$ cat config.mk
export PLATFORM = sky130hd
export DESIGN_NAME = back_select_place_flat
export DESIGN_NICKNAME = d
export VERILOG_FILES = /design/src/rtl/place_pkg.sv /design/src/rtl/back_select_place_if.sv /design/src/rtl/back_select_place_occ_bypass.sv /design/src/rtl/back_select_place.sv /design/src/flat_wrapper.sv
export SDC_FILE = /design/constraint.sdc
export NUM_CORES = 1
export LEC_CHECK = 0
export ABC_AREA = 1
export CAP_MARGIN = 25
export CORE_ASPECT_RATIO = 0.5
export CORE_MARGIN = 2
export CORE_UTILIZATION = 60
export CTS_CLUSTER_SIZE = 20
export DETAILED_ROUTE_END_ITERATION = 16
export PLACE_DENSITY_LB_ADDON = 0.2
export SLEW_MARGIN = 30
export SYNTH_ARGS = -nofsm -noshare
export SYNTH_HDL_FRONTEND = slang
export SYNTH_SLANG_ARGS = --single-unit
$ cat constraint.sdc
create_clock -name clk -period 14.2 [get_ports clk]
set_input_delay 1.42 -clock clk [delete_from_list [all_inputs] [get_ports clk]]
set_output_delay 1.42 -clock clk [all_outputs]
set_load 0.03 [all_outputs]
$ cat src/rtl/place_pkg.sv
// Shared widths, capacity and update record for the placement-decision stage.
package place_pkg;

  localparam int STRIP_W    = 128;
  localparam int STRIP_ID_W = 4;
  localparam int OCC_W      = 8;
  localparam int DIM_W      = 5;
  localparam int N_SLOT     = 3;

  typedef logic [STRIP_ID_W-1:0] strip_id_t;
  typedef logic [OCC_W-1:0]      occ_t;
  typedef logic [DIM_W-1:0]      dim_t;

  typedef struct packed {
    strip_id_t strip;
    occ_t      occ;
  } occ_upd_t;

endpackage

$ cat src/rtl/back_select_place_if.sv
// Candidate bundle in, placement result and occupancy write-back out.
interface back_select_place_if;
  import place_pkg::*;

  logic        valid_in;
  strip_id_t   str_id_1, str_id_2, str_id_3;
  occ_t        occ_width_1, occ_width_2, occ_width_3;
  dim_t        width_in, height_in;

  logic        place_valid, place_fail;
  strip_id_t   place_strip;
  occ_t        place_x;
  dim_t        place_width, place_height;
  logic        upd_en;
  strip_id_t   upd_strip;
  occ_t        upd_occ;
  logic [15:0] fail_count, place_count;

  modport master (
    output valid_in, str_id_1, str_id_2, str_id_3,
           occ_width_1, occ_width_2, occ_width_3, width_in, height_in,
    input  place_valid, place_fail, place_strip, place_x, place_width,
           place_height, upd_en, upd_strip, upd_occ, fail_count, place_count
  );

  modport slave (
    input  valid_in, str_id_1, str_id_2, str_id_3,
           occ_width_1, occ_width_2, occ_width_3, width_in, height_in,
    output place_valid, place_fail, place_strip, place_x, place_width,
           place_height, upd_en, upd_strip, upd_occ, fail_count, place_count
  );
endinterface

$ cat src/rtl/back_select_place_occ_bypass.sv
// occ_bypass: history of recent occupancy updates plus the live S2 update,
// used to correct stale occupancy reads for three lookup ports.
module occ_bypass
  import place_pkg::*;
#(
  parameter int BYP_DEPTH = 3
) (
  input  logic                   clk,
  input  logic                   rst,
  input  logic                   fwd_en,
  input  occ_upd_t               fwd,
  input  strip_id_t [N_SLOT-1:0] lk_id,
  input  occ_t      [N_SLOT-1:0] lk_occ,
  output occ_t      [N_SLOT-1:0] occ_c
);

  occ_upd_t hist_reg     [BYP_DEPTH];
  logic     hist_vld_reg [BYP_DEPTH];

  always_ff @(posedge clk) begin
    if (rst) begin
      for (int i = 0; i < BYP_DEPTH; i++) begin
        hist_vld_reg[i] <= 1'b0;
        hist_reg[i]     <= '0;
      end
    end else if (fwd_en) begin
      hist_vld_reg[0] <= 1'b1;
      hist_reg[0]     <= fwd;
      for (int i = 1; i < BYP_DEPTH; i++) begin
        hist_vld_reg[i] <= hist_vld_reg[i-1];
        hist_reg[i]     <= hist_reg[i-1];
      end
    end
  end

  genvar gi;
  generate
    for (gi = 0; gi < N_SLOT; gi++) begin : g_lookup
      occ_t sel;
      // Walk oldest to newest so the newest match wins; the S2 update beats all history.
      always_comb begin
        sel = lk_occ[gi];
        if (lk_id[gi] != '0) begin
          for (int i = BYP_DEPTH - 1; i >= 0; i--) begin
            if (hist_vld_reg[i] && hist_reg[i].strip == lk_id[gi]) sel = hist_reg[i].occ;
          end
          if (fwd_en && fwd.strip == lk_id[gi]) sel = fwd.occ;
        end
      end
      assign occ_c[gi] = sel;
    end
  endgenerate

endmodule

$ cat src/rtl/back_select_place.sv
// Best-fit strip selection with in-flight occupancy forwarding.
// Optional statistics counters enabled by defining PLACE_STATS_EN.
module back_select_place #(
  parameter int STRIP_W   = place_pkg::STRIP_W,
  parameter int BYP_DEPTH = 3
) (
  input logic          clk,
  input logic          rst,
  back_select_place_if.slave bus
);
  import place_pkg::*;

  localparam logic [OCC_W:0] CAP = (OCC_W+1)'(STRIP_W);

  logic                   s1_valid_reg;
  strip_id_t [N_SLOT-1:0] s1_id_reg;
  occ_t      [N_SLOT-1:0] s1_occ_reg;
  dim_t                   s1_width_reg, s1_height_reg;

  always_ff @(posedge clk) begin
    if (rst) begin
      s1_valid_reg  <= 1'b0;
      s1_id_reg     <= '0;
      s1_occ_reg    <= '0;
      s1_width_reg  <= '0;
      s1_height_reg <= '0;
    end else begin
      s1_valid_reg  <= bus.valid_in;
      s1_id_reg     <= {bus.str_id_3, bus.str_id_2, bus.str_id_1};
      s1_occ_reg    <= {bus.occ_width_3, bus.occ_width_2, bus.occ_width_1};
      s1_width_reg  <= bus.width_in;
      s1_height_reg <= bus.height_in;
    end
  end

  logic      place_valid_reg, place_fail_reg, upd_en_reg;
  strip_id_t place_strip_reg;
  occ_t      place_x_reg, upd_occ_reg;
  dim_t      place_width_reg, place_height_reg;

  occ_t [N_SLOT-1:0] occ_c;
  logic [N_SLOT-1:0] fit;

  occ_bypass #(.BYP_DEPTH(BYP_DEPTH)) u_bypass (
    .clk    (clk),
    .rst    (rst),
    .fwd_en (upd_en_reg),
    .fwd    ({place_strip_reg, upd_occ_reg}),
    .lk_id  (s1_id_reg),
    .lk_occ (s1_occ_reg),
    .occ_c  (occ_c)
  );

  genvar gi;
  generate
    for (gi = 0; gi < N_SLOT; gi++) begin : g_fit
      assign fit[gi] = (s1_id_reg[gi] != '0) && (s1_width_reg != '0) &&
                       (({1'b0, occ_c[gi]} + (OCC_W+1)'(s1_width_reg)) <= CAP);
    end
  endgenerate

  logic      found;
  strip_id_t best_strip;
  occ_t      best_occ;

  // Strict compare keeps the lowest slot on equal occupancy.
  always_comb begin
    found      = 1'b0;
    best_strip = '0;
    best_occ   = '0;
    for (int i = 0; i < N_SLOT; i++) begin
      if (fit[i] && (!found || occ_c[i] > best_occ)) begin
        found      = 1'b1;
        best_strip = s1_id_reg[i];
        best_occ   = occ_c[i];
      end
    end
  end

  logic hit;
  assign hit = s1_valid_reg && found;

  always_ff @(posedge clk) begin
    if (rst) begin
      place_valid_reg  <= 1'b0;
      place_fail_reg   <= 1'b0;
      place_strip_reg  <= '0;
      place_x_reg      <= '0;
      place_width_reg  <= '0;
      place_height_reg <= '0;
      upd_en_reg       <= 1'b0;
      upd_occ_reg      <= '0;
    end else begin
      place_valid_reg  <= s1_valid_reg;
      place_fail_reg   <= s1_valid_reg && !found;
      place_strip_reg  <= hit ? best_strip : '0;
      place_x_reg      <= hit ? best_occ : '0;
      place_width_reg  <= s1_valid_reg ? s1_width_reg : '0;
      place_height_reg <= s1_valid_reg ? s1_height_reg : '0;
      upd_en_reg       <= hit;
      upd_occ_reg      <= hit ? best_occ + occ_t'(s1_width_reg) : '0;
    end
  end

  assign bus.place_valid  = place_valid_reg;
  assign bus.place_fail   = place_fail_reg;
  assign bus.place_strip  = place_strip_reg;
  assign bus.place_x      = place_x_reg;
  assign bus.place_width  = place_width_reg;
  assign bus.place_height = place_height_reg;
  assign bus.upd_en       = upd_en_reg;
  assign bus.upd_strip    = place_strip_reg;
  assign bus.upd_occ      = upd_occ_reg;

`ifdef PLACE_STATS_EN
  logic [15:0] fail_cnt_reg, place_cnt_reg;

  always_ff @(posedge clk) begin
    if (rst) begin
      fail_cnt_reg  <= '0;
      place_cnt_reg <= '0;
    end else if (place_valid_reg) begin
      if (place_fail_reg && fail_cnt_reg != 16'hFFFF) fail_cnt_reg <= fail_cnt_reg + 16'd1;
      if (!place_fail_reg && place_cnt_reg != 16'hFFFF) place_cnt_reg <= place_cnt_reg + 16'd1;
    end
  end

  assign bus.fail_count  = fail_cnt_reg;
  assign bus.place_count = place_cnt_reg;
`else
  assign bus.fail_count  = '0;
  assign bus.place_count = '0;
`endif

endmodule

$ cat src/flat_wrapper.sv
// flat-port wrapper written by rule: the top's interface ports become plain ports
module back_select_place_flat import place_pkg::*;
#(
  parameter int STRIP_W   = place_pkg::STRIP_W,
  parameter int BYP_DEPTH = 3
)
  (clk, rst, bus_valid_in, bus_str_id_1, bus_str_id_2, bus_str_id_3, bus_occ_width_1, bus_occ_width_2, bus_occ_width_3, bus_width_in, bus_height_in, bus_place_valid, bus_place_fail, bus_place_strip, bus_place_x, bus_place_width, bus_place_height, bus_upd_en, bus_upd_strip, bus_upd_occ, bus_fail_count, bus_place_count);
  back_select_place_if bus_i ();
  input logic clk;
  input logic rst;
  input wire logic [$bits(bus_i.valid_in)-1:0] bus_valid_in;
  input wire logic [$bits(bus_i.str_id_1)-1:0] bus_str_id_1;
  input wire logic [$bits(bus_i.str_id_2)-1:0] bus_str_id_2;
  input wire logic [$bits(bus_i.str_id_3)-1:0] bus_str_id_3;
  input wire logic [$bits(bus_i.occ_width_1)-1:0] bus_occ_width_1;
  input wire logic [$bits(bus_i.occ_width_2)-1:0] bus_occ_width_2;
  input wire logic [$bits(bus_i.occ_width_3)-1:0] bus_occ_width_3;
  input wire logic [$bits(bus_i.width_in)-1:0] bus_width_in;
  input wire logic [$bits(bus_i.height_in)-1:0] bus_height_in;
  output wire logic [$bits(bus_i.place_valid)-1:0] bus_place_valid;
  output wire logic [$bits(bus_i.place_fail)-1:0] bus_place_fail;
  output wire logic [$bits(bus_i.place_strip)-1:0] bus_place_strip;
  output wire logic [$bits(bus_i.place_x)-1:0] bus_place_x;
  output wire logic [$bits(bus_i.place_width)-1:0] bus_place_width;
  output wire logic [$bits(bus_i.place_height)-1:0] bus_place_height;
  output wire logic [$bits(bus_i.upd_en)-1:0] bus_upd_en;
  output wire logic [$bits(bus_i.upd_strip)-1:0] bus_upd_strip;
  output wire logic [$bits(bus_i.upd_occ)-1:0] bus_upd_occ;
  output wire logic [$bits(bus_i.fail_count)-1:0] bus_fail_count;
  output wire logic [$bits(bus_i.place_count)-1:0] bus_place_count;
  assign bus_i.valid_in = bus_valid_in;
  assign bus_i.str_id_1 = bus_str_id_1;
  assign bus_i.str_id_2 = bus_str_id_2;
  assign bus_i.str_id_3 = bus_str_id_3;
  assign bus_i.occ_width_1 = bus_occ_width_1;
  assign bus_i.occ_width_2 = bus_occ_width_2;
  assign bus_i.occ_width_3 = bus_occ_width_3;
  assign bus_i.width_in = bus_width_in;
  assign bus_i.height_in = bus_height_in;
  assign bus_place_valid = bus_i.place_valid;
  assign bus_place_fail = bus_i.place_fail;
  assign bus_place_strip = bus_i.place_strip;
  assign bus_place_x = bus_i.place_x;
  assign bus_place_width = bus_i.place_width;
  assign bus_place_height = bus_i.place_height;
  assign bus_upd_en = bus_i.upd_en;
  assign bus_upd_strip = bus_i.upd_strip;
  assign bus_upd_occ = bus_i.upd_occ;
  assign bus_fail_count = bus_i.fail_count;
  assign bus_place_count = bus_i.place_count;
  back_select_place #(.STRIP_W(STRIP_W), .BYP_DEPTH(BYP_DEPTH)) u_core (.clk(clk), .rst(rst), .bus(bus_i));
endmodule
==> report_table.html, run 1 <==
<table>
<tr><th>Metric</th><th>Value</th></tr>
<tr><th colspan="2">Worst setup path</th></tr>
<tr><td>Data arrival time at the worst-slack endpoint</td><td>9.01 ns</td></tr>
<tr><td>Critical path startpoint category</td><td>register</td></tr>
<tr><td>Cell family with the largest share of critical-path delay</td><td>simple AND/OR/NAND/NOR gates</td></tr>
<tr><td>Count of buffer and inverter cells on the critical path</td><td>6</td></tr>
<tr><td>R2r setup slk</td><td>5.51 ns</td></tr>
<tr><td>Library cell contributing the largest single delay on the critical path</td><td>sky130_fd_sc_hd__dfxtp_1</td></tr>
<tr><td>Startpoint of the worst register-to-register path</td><td>u_core.s1_id_reg[0]</td></tr>
<tr><td>Kind of end point of the critical path</td><td>register</td></tr>
<tr><td>Reg2Reg Capture Point</td><td>u_core.bus.upd_occ[7]</td></tr>
<tr><td>Endpoint required time on the critical path</td><td>14.52 ns</td></tr>
<tr><td>Worst-case reg-to-reg path depth</td><td>57</td></tr>
<tr><td>Highest net fanout along the worst path</td><td>21</td></tr>
<tr><td>Critical Path Max Stage Delay</td><td>0.58 ns</td></tr>
<tr><td>Critical Setup Path Class</td><td>reg2reg</td></tr>
<tr><td>Worst path most repeated cell</td><td>sky130_fd_sc_hd__nor2_1</td></tr>
<tr><th colspan="2">Final layout</th></tr>
<tr><td>Fin nets</td><td>1258</td></tr>
<tr><td>Most frequent cells in the layout</td><td>180 x sky130_fd_sc_hd__nand2_1, 176 x sky130_fd_sc_hd__nor2_1, 169 x sky130_fd_sc_hd__inv_1</td></tr>
<tr><td>Number of flip-flops in the largest register</td><td>36</td></tr>
<tr><td>Fillers</td><td>1044</td></tr>
<tr><td>Most common library cell in the layout ignoring fill and taps</td><td>sky130_fd_sc_hd__nand2_1</td></tr>
<tr><td>Final instance area</td><td>9234 µm²</td></tr>
<tr><td>Layout Cells excl Fill</td><td>1352</td></tr>
<tr><td>Relative area change from synthesis to final layout</td><td>17.37%</td></tr>
<tr><td>Proportion of layout cells with a drive suffix above 1</td><td>0.09391</td></tr>
<tr><td>Antenna Cells</td><td>0</td></tr>
<tr><th colspan="2">STA</th></tr>
<tr><td>Number of hold violations in the final report</td><td>0</td></tr>
<tr><td>Final setup slack of the worst path</td><td>5.511 ns</td></tr>
<tr><td>Part of the cycle the worst path needs</td><td>0.6119</td></tr>
<tr><td>Actual transition at the worst max-transition pin</td><td>0.8366 ns</td></tr>
<tr><td>Final-report setup violation count</td><td>0</td></tr>
<tr><td>Worst clock skew on the final layout</td><td>0.01251 ns</td></tr>
<tr><td>Time the worst path needs with I/O delays and setup</td><td>8.689 ns</td></tr>
<tr><td>Rel. slew slack</td><td>0.4381</td></tr>
<tr><td>Final sum of negative setup slack</td><td>0 ns</td></tr>
<tr><td>Unrepaired setup endpoints after global routing</td><td>no</td></tr>
<tr><td>Max Slew Vio Count</td><td>0</td></tr>
<tr><td>Fmax</td><td>0.1151 GHz</td></tr>
<tr><th colspan="2">Routing</th></tr>
<tr><td>DRC violations left</td><td>0</td></tr>
<tr><td>Via density per instance</td><td>5.664</td></tr>
<tr><td>Detailed Route Iter0 Violations</td><td>1119</td></tr>
<tr><td>Drt first pass iters</td><td>6</td></tr>
<tr><td>Final WL</td><td>24040 µm</td></tr>
<tr><td>Number of routed nets with antenna violations</td><td>0</td></tr>
<tr><td>Routed len/inst</td><td>17.78 µm</td></tr>
<tr><td>Via count of the routed design</td><td>7658</td></tr>
<tr><th colspan="2">Clock network</th></tr>
<tr><td>CTS Sinks</td><td>119</td></tr>
<tr><td>Clock latency at the later pin of the worst-skew pair</td><td>0.43 ns</td></tr>
<tr><td># Post-CTS Setup Buffers</td><td>0</td></tr>
<tr><td>Clock-pin slew of the registers on the worst-case setup and hold paths</td><td>0.06 ns</td></tr>
<tr><td>Number of buffers inserted during clock tree synthesis</td><td>17</td></tr>
<tr><td>Maximum buffer depth of the clock tree</td><td>2</td></tr>
<tr><td>Resized Gates After CTS</td><td>0</td></tr>
<tr><td>CTS H-Tree Depth</td><td>4</td></tr>
<tr><td>TritonCTS clock tree</td><td>built</td></tr>
<tr><td>Clock root buffer master</td><td>sky130_fd_sc_hd__clkbuf_16</td></tr>
<tr><td>Post-cts hold buffer count</td><td>0</td></tr>
<tr><th colspan="2">Power</th></tr>
<tr><td>Highest ir drop seen on vdd</td><td>0.00007930 V</td></tr>
<tr><td>Total power consumption of the routed design</td><td>1.189 mW</td></tr>
<tr><td>Power density of the placed cells</td><td>128.8 nW/µm²</td></tr>
<tr><td>Leakage dissipation</td><td>4.306 nW</td></tr>
<tr><th colspan="2">Floorplan</th></tr>
<tr><td>Area enclosed by the die boundary</td><td>14100 µm²</td></tr>
<tr><td>Starting density of the core</td><td>0.6177</td></tr>
<tr><td>Count of boundary I/O pins</td><td>118</td></tr>
<tr><td>Placeable core region</td><td>12740 µm²</td></tr>
<tr><td>Chip Height</td><td>84.97 µm</td></tr>
<tr><td>Std cell rows</td><td>29</td></tr>
<tr><td>Die X-Extent</td><td>165.9 µm</td></tr>
<tr><th colspan="2">Placement</th></tr>
<tr><td>Worst slack at placement</td><td>5.832 ns</td></tr>
<tr><td>Placed cells</td><td>1320</td></tr>
<tr><td>DP Area</td><td>8628 µm²</td></tr>
<tr><td>Final estimated routing congestion in global placement</td><td>0.9583</td></tr>
<tr><td>Detailed placer's ending HPWL</td><td>18090 µm</td></tr>
<tr><td>Number of input and output port buffers inserted</td><td>85</td></tr>
<tr><th colspan="2">Global routing</th></tr>
<tr><td>First-pass GRT wire length</td><td>38010 µm</td></tr>
<tr><td>Global Route Usage Sum</td><td>0.3487</td></tr>
<tr><td>Initial antenna violation count</td><td>0</td></tr>
<tr><td>Largest net degree at the start of global routing</td><td>50</td></tr>
<tr><td>GRT overflow</td><td>0</td></tr>
<tr><td>Vias in the first global route</td><td>7132</td></tr>
<tr><th colspan="2">Yosys</th></tr>
<tr><td>Share of flip-flops with an asynchronous set or reset after synthesis</td><td>0</td></tr>
<tr><td>Number of enable flip-flop cells after synthesis</td><td>39</td></tr>
<tr><td>Post-synthesis instance area</td><td>7868 µm²</td></tr>
<tr><td>Mapped Avg Cell Area</td><td>7.159 µm²</td></tr>
<tr><td>Part of the Yosys area used for sequential elements</td><td>0.3524</td></tr>
<tr><td>Gate count of the mapped netlist</td><td>1099</td></tr>
<tr><td>Count of synthesis-stage warnings from yosys</td><td>0</td></tr>
<tr><td>Yosys reg bits</td><td>119</td></tr>
<tr><td>Netlist cell types</td><td>53</td></tr>
<tr><td>Flip-flop cell with the highest count after synthesis</td><td>sky130_fd_sc_hd__dfxtp_1</td></tr>
<tr><th colspan="2">Status</th></tr>
<tr><td>Status</td><td>finished, final reports clean</td></tr>
<tr><th colspan="2">Min path</th></tr>
<tr><td>Hold path cells</td><td>2</td></tr>
<tr><td>Hold Crit Endpoint</td><td>u_core.bus.place_height[1]</td></tr>
<tr><td>Hold Path Class</td><td>reg2reg</td></tr>
<tr><td>Hold Startpoint</td><td>u_core.s1_height_reg[1]</td></tr>
<tr><th colspan="2">Run</th></tr>
<tr><td>Max-cap violations</td><td>0</td></tr>
</table>
==> cells by family after synthesis <==
group / synth area share
simple gates: 0.2754
buf+inv: 0.1485
compound gates: 0.1390
flops: 0.3524
fa+ha+maj: 0.06743
xor+xnor: 0.01670
other cells: 0.0004766
==> cell usage after synthesis (2+ instances only) <==
cell	number	area share
sky130_fd_sc_hd__a21oi_1	68	0.043
sky130_fd_sc_hd__a21oi_2	3	0.0033
sky130_fd_sc_hd__nor3b_1	2	0.0019
sky130_fd_sc_hd__buf_1	3	0.0014
sky130_fd_sc_hd__o22ai_1	12	0.0095
sky130_fd_sc_hd__inv_1	169	0.081
sky130_fd_sc_hd__xnor2_1	8	0.0089
sky130_fd_sc_hd__nor4_4	3	0.0081
sky130_fd_sc_hd__nor3_1	4	0.0025
sky130_fd_sc_hd__nand3_1	61	0.039
sky130_fd_sc_hd__nand3b_1	2	0.0019
sky130_fd_sc_hd__clkbuf_1	14	0.0067
sky130_fd_sc_hd__nor2_2	2	0.0016
sky130_fd_sc_hd__ha_1	36	0.057
sky130_fd_sc_hd__buf_6	2	0.0029
sky130_fd_sc_hd__o21ai_2	7	0.0078
sky130_fd_sc_hd__nor2_4	2	0.0029
sky130_fd_sc_hd__nand2_4	4	0.0057
sky130_fd_sc_hd__o21a_1	4	0.0038
sky130_fd_sc_hd__edfxtp_1	39	0.15
sky130_fd_sc_hd__inv_2	22	0.010
sky130_fd_sc_hd__nand3_2	3	0.0038
sky130_fd_sc_hd__nand2_1	180	0.086
sky130_fd_sc_hd__xor2_1	7	0.0078
sky130_fd_sc_hd__o21ai_1	18	0.011
sky130_fd_sc_hd__dfxtp_1	80	0.20
sky130_fd_sc_hd__nor2_1	176	0.084
sky130_fd_sc_hd__buf_2	10	0.0064
sky130_fd_sc_hd__and2_1	3	0.0024
sky130_fd_sc_hd__o211ai_1	29	0.028
sky130_fd_sc_hd__nand3b_2	2	0.0029
sky130_fd_sc_hd__nand4_1	10	0.0080
sky130_fd_sc_hd__nand2_2	19	0.015
sky130_fd_sc_hd__a211oi_1	2	0.0019
sky130_fd_sc_hd__fa_1	4	0.010
sky130_fd_sc_hd__o21ai_0	35	0.022
sky130_fd_sc_hd__buf_4	38	0.036
==> final cells by class <==
class | count | area (µm²) | area share
multi-input cells | 750 | 4043 | 0.4378
repair buffers | 88 | 868.3 | 0.09404
well taps | 170 | 212.7 | 0.02304
clock buffers | 19 | 475.5 | 0.05149
flip-flops and latches | 119 | 2773 | 0.3003
clock inverters | 13 | 130.1 | 0.01409
inverters | 193 | 732.0 | 0.07927
==> layer usage <==
layer	track usage	vias up	part of all wire
met1	0.4776	3496	0.43
met5	0	-	0
met2	0.5515	502	0.43
met4	0.1004	0	0.021
li1	-	3596	-
met3	0.08862	64	0.12
==> power breakdown <==
group	total [mW]	switching (mW)	internal, mW
Sequential	0.396	0.0251	0.371
Clock	0.449	0.182	0.267
Combinational	0.345	0.227	0.118
Total	1.19	0.434	0.755
==> per-stage QoR <==
step | hold slack (ns) | util
floorplan | 0.3936 | -
global placement | 0.3931 | 0.6775
detailed placement | 0.4011 | 0.6775
CTS | 0.4132 | 0.7250
global route | 0.4372 | 0.7250
finish | 0.4109 | 0.7250
==> worst reg2reg max path: cells and delay by family (launching register included) <==
family / cells / cell delay (ns)
AND/OR/NAND/NOR: 29 / 3.11
AO/OA/AOI/OAI: 16 / 2.59
adder cells (fa/ha/maj): 5 / 1.67
flip-flops: 1 / 0.58
buffers and inverters: 6 / 0.49
XOR/XNOR: 1 / 0.15
==> worst max-delay path by stage <==
stage	cells after the start	slack, ns	endpoint	from
final	57	5.51	u_core.bus.upd_occ[7]	u_core.s1_id_reg[0]
after global routing	57	4.82	u_core.bus.upd_occ[7]	u_core.s1_id_reg[0]
after CTS	57	5.76	u_core.bus.upd_occ[7]	u_core.s1_id_reg[3]
after detailed placement	57	5.83	u_core.bus.upd_occ[7]	u_core.s1_id_reg[0]
after global placement	54	6.09	u_core.bus.upd_occ[7]	u_core.s1_id_reg[0]
after floorplan	58	6.83	u_core.bus.upd_occ[7]	u_core.s1_id_reg[3]
(Power assumes the default switching activity.)
==> inputs of run 2 (changes only) <==
Settings changed: CORE_UTILIZATION 60 to 50.
Clock period 14.2 ns to 7.05 ns, I/O delays scaled along.
==> report_table.html, run 2 (same netlist as run 1, synthesis figures left out) <==
<table>
<tr><th>Metric</th><th>Value</th></tr>
<tr><th colspan="2">Placement</th></tr>
<tr><td>Number of input and output port buffers inserted</td><td>85 (unchanged)</td></tr>
<tr><td>Detailed placer's ending HPWL</td><td>19250 µm (+6.4%)</td></tr>
<tr><td>Worst slack at placement</td><td>-0.2369 ns (-6.069 ns)</td></tr>
<tr><td>Final estimated routing congestion in global placement</td><td>1.012 (+5.6%)</td></tr>
<tr><th colspan="2">Power</th></tr>
<tr><td>Power density of the placed cells</td><td>253.8 nW/µm² (+97%)</td></tr>
<tr><td>Int Power</td><td>1.699 mW (+120%)</td></tr>
<tr><td>Highest ir drop seen on vdd</td><td>0.0001899 V (+140%)</td></tr>
<tr><td>Total net switching power</td><td>0.9849 mW (+130%)</td></tr>
<tr><td>Leakage dissipation</td><td>4.947 nW (+15%)</td></tr>
<tr><td>Switching power as a share of total power</td><td>0.3669 (+0.001850)</td></tr>
<tr><td>Reg power frac</td><td>0.295 (-0.038)</td></tr>
<tr><td>Total power consumption of the routed design</td><td>2.684 mW (+130%)</td></tr>
<tr><td>Comb pwr share</td><td>0.367 (+0.077)</td></tr>
<tr><td>Proportion of power drawn by the clock network</td><td>0.338 (-0.039)</td></tr>
<tr><th colspan="2">STA</th></tr>
<tr><td>Actual transition at the worst max-transition pin</td><td>0.9220 ns (+0.08541 ns)</td></tr>
<tr><td>Number of hold violations in the final report</td><td>0 (unchanged)</td></tr>
<tr><td>Part of the cycle the worst path needs</td><td>1.054 (+0.4424)</td></tr>
<tr><td>Time the worst path needs with I/O delays and setup</td><td>7.433 ns (-1.256 ns)</td></tr>
<tr><td>Max Slew Vio Count</td><td>0 (unchanged)</td></tr>
<tr><td>Worst clock skew on the final layout</td><td>0.008853 ns (-0.003660 ns)</td></tr>
<tr><td>Final sum of negative setup slack</td><td>-0.9659 ns (-0.9659 ns)</td></tr>
<tr><td>Fmax</td><td>0.1345 GHz (+17%)</td></tr>
<tr><td>Rel. slew slack</td><td>0.3838 (-0.05424)</td></tr>
<tr><td>Final-report setup violation count</td><td>5 (+5)</td></tr>
<tr><td>Unrepaired setup endpoints after global routing</td><td>yes</td></tr>
<tr><td>Final setup slack of the worst path</td><td>-0.3830 ns (-5.894 ns)</td></tr>
<tr><th colspan="2">Final layout</th></tr>
<tr><td>Relative area change from synthesis to final layout</td><td>34.41%</td></tr>
<tr><td>Most frequent cells in the layout</td><td>169 x sky130_fd_sc_hd__nor2_1, 168 x sky130_fd_sc_hd__nand2_1, 162 x sky130_fd_sc_hd__inv_1</td></tr>
<tr><td>Fin nets</td><td>1376 (+9.4%)</td></tr>
<tr><td>Area of combinational cells with multiple inputs</td><td>4432 µm² (+9.6%)</td></tr>
<tr><td>Proportion of layout cells with a drive suffix above 1</td><td>0.2292 (+0.1353)</td></tr>
<tr><td>Antenna Cells</td><td>0 (unchanged)</td></tr>
<tr><td>Most common library cell in the layout ignoring fill and taps</td><td>sky130_fd_sc_hd__nor2_1</td></tr>
<tr><td>Number of flip-flops in the largest register</td><td>36 (unchanged)</td></tr>
<tr><td>Fillers</td><td>1287 (+23%)</td></tr>
<tr><td>Final core utilization</td><td>0.6860 (-0.03898)</td></tr>
<tr><td>Register cell area after layout</td><td>2780 µm² (+0.27%)</td></tr>
<tr><th colspan="2">Routing</th></tr>
<tr><td>Via count of the routed design</td><td>7939 (+3.7%)</td></tr>
<tr><td>Routed len/inst</td><td>17.40 µm (-2.1%)</td></tr>
<tr><td>Drt first pass iters</td><td>8 (+2)</td></tr>
<tr><td>DRC violations left</td><td>0 (unchanged)</td></tr>
<tr><td>Via density per instance</td><td>5.279 (-6.8%)</td></tr>
<tr><td>Number of routed nets with antenna violations</td><td>0 (unchanged)</td></tr>
<tr><td>Detailed Route Iter0 Violations</td><td>790 (-29%)</td></tr>
<tr><td>Final WL</td><td>26170 µm (+8.9%)</td></tr>
<tr><th colspan="2">Worst setup path</th></tr>
<tr><td>Endpoint required time on the critical path</td><td>7.38 ns (-7.14 ns)</td></tr>
<tr><td>Critical Path Max Stage Delay</td><td>0.44 ns (-0.14 ns)</td></tr>
<tr><td>Worst path most repeated cell</td><td>sky130_fd_sc_hd__nor2_1</td></tr>
<tr><td>Critical path startpoint category</td><td>register</td></tr>
<tr><td>Kind of end point of the critical path</td><td>register</td></tr>
<tr><td>Highest net fanout along the worst path</td><td>7 (-67%)</td></tr>
<tr><td>Data arrival time at the worst-slack endpoint</td><td>7.76 ns (-1.25 ns)</td></tr>
<tr><td>Library cell contributing the largest single delay on the critical path</td><td>sky130_fd_sc_hd__edfxtp_1</td></tr>
<tr><td>Critical Setup Path Class</td><td>reg2reg</td></tr>
<tr><th colspan="2">Clock network</th></tr>
<tr><td>CTS H-Tree Depth</td><td>4 (unchanged)</td></tr>
<tr><td>Clock latency at the later pin of the worst-skew pair</td><td>0.44 ns (about the same)</td></tr>
<tr><td>Clock root buffer master</td><td>sky130_fd_sc_hd__clkbuf_16</td></tr>
<tr><td>Number of buffers inserted during clock tree synthesis</td><td>17 (unchanged)</td></tr>
<tr><td>Clock-pin slew of the registers on the worst-case setup and hold paths</td><td>0.06 ns (about the same)</td></tr>
<tr><td>CTS Sinks</td><td>119 (unchanged)</td></tr>
<tr><td>Maximum buffer depth of the clock tree</td><td>2 (unchanged)</td></tr>
<tr><td>TritonCTS clock tree</td><td>built</td></tr>
<tr><th colspan="2">Global routing</th></tr>
<tr><td>GRT overflow</td><td>0 (unchanged)</td></tr>
<tr><td>Initial antenna violation count</td><td>0 (unchanged)</td></tr>
<tr><td>Largest net degree at the start of global routing</td><td>50 (unchanged)</td></tr>
<tr><td>Vias in the first global route</td><td>7589 (+6.4%)</td></tr>
<tr><td>Global Route Usage Sum</td><td>0.3187 (-0.02997)</td></tr>
<tr><td>First-pass GRT wire length</td><td>40670 µm (+7.0%)</td></tr>
<tr><th colspan="2">Floorplan</th></tr>
<tr><td>Die X-Extent</td><td>181.4 µm (+9.3%)</td></tr>
<tr><td>Chip Height</td><td>92.70 µm (+9.1%)</td></tr>
<tr><td>Count of boundary I/O pins</td><td>118 (unchanged)</td></tr>
<tr><td>Area enclosed by the die boundary</td><td>16820 µm² (+19%)</td></tr>
<tr><td>Starting density of the core</td><td>0.5104 (-0.1074)</td></tr>
<tr><td>Std cell rows</td><td>32 (+10%)</td></tr>
<tr><td>Placeable core region</td><td>15410 µm² (+21%)</td></tr>
<tr><th colspan="2">Min path</th></tr>
<tr><td>Hold Path Class</td><td>reg2reg</td></tr>
<tr><th colspan="2">Status</th></tr>
<tr><td>Status</td><td>finished with violations</td></tr>
<tr><td>Violations in the final reports</td><td>setup timing</td></tr>
<tr><th colspan="2">Run</th></tr>
<tr><td>Max-cap violations</td><td>0 (unchanged)</td></tr>
</table>
-- run 2: cell types whose count changed in the layout (fill, tap and decap cells not counted), sizes merged --
cell,previous run,this run
buf,4,121
inv,200,198
nand2,204,205
clkinv,4,6
-- run 2: path summary, 6_finish.rpt --
path                              startpoint                          to  slack, ns  cells after the start
max          u_core.u_bypass.hist_reg[0][34]       u_core.bus.upd_occ[7]      -0.38                     56
min                  u_core.s1_height_reg[1]  u_core.bus.place_height[1]       0.41                      2
max reg2reg  u_core.u_bypass.hist_reg[0][34]       u_core.bus.upd_occ[7]      -0.38                     56
min reg2reg          u_core.s1_height_reg[1]  u_core.bus.place_height[1]       0.41                      2
-- run 2: power by group through the flow --
stage	clock (mW)	sequential [mW]	combinational, mW
floorplan	0	0.806	0.522
global placement	0	0.802	0.800
detailed placement	0	0.802	0.816
CTS	0.909	0.788	0.888
global route	0.938	0.794	1.07
finish	0.907	0.791	0.986
-- run 2: cell type report --
cell class | count | area share
Multi-Input combinational cell | 751 | 0.4191
Inverter | 193 | 0.07040
Clock buffer | 19 | 0.04496
Clock inverter | 13 | 0.01230
Sequential cell | 119 | 0.2629
Timing Repair Buffer | 205 | 0.1662
Tap cell | 204 | 0.02414
-- run 2: per-stage QoR --
step / instance area [µm²] / hold slack, ns / instances
finish: 10580 / 0.4110 / 1504
global route: 10580 / 0.4401 / 1504
CTS: 10270 / 0.4110 / 1490
detailed placement: 9423 / 0.3996 / 1447
global placement: 9423 / 0.3937 / 1447
floorplan: 8046 / 0.3936 / 1130
-- run 2: layer usage --
metal	routed length (µm)	global-route usage	vias to the layer above	share of wire
met3	2611	0.07629	61	0.10
li1	-	-	3830	-
met4	640	0.1098	0	0.024
met5	0	0	-	0
met1	11490	0.4333	3582	0.44
met2	11430	0.4987	466	0.44
-- run 2: timing repair --
item                       CTS  global route
pin swaps                    7            46
gates resized for setup     28            57
setup endpoints to repair    4            12
buffers inserted            10            16
cloned                       1             0
hold buffers                 0             0
-- run 2: critical path: cells and delay by family (launching register included) --
family                     cells  cell delay (ns)
AOI/OAI and AO/OA             15             2.23
buffers and inverters          6             0.37
and+or+nand+nor               28             2.51
xor gates and xnor gates       2             0.38
adders and majority gates      5             1.37
DFF                            1             0.44
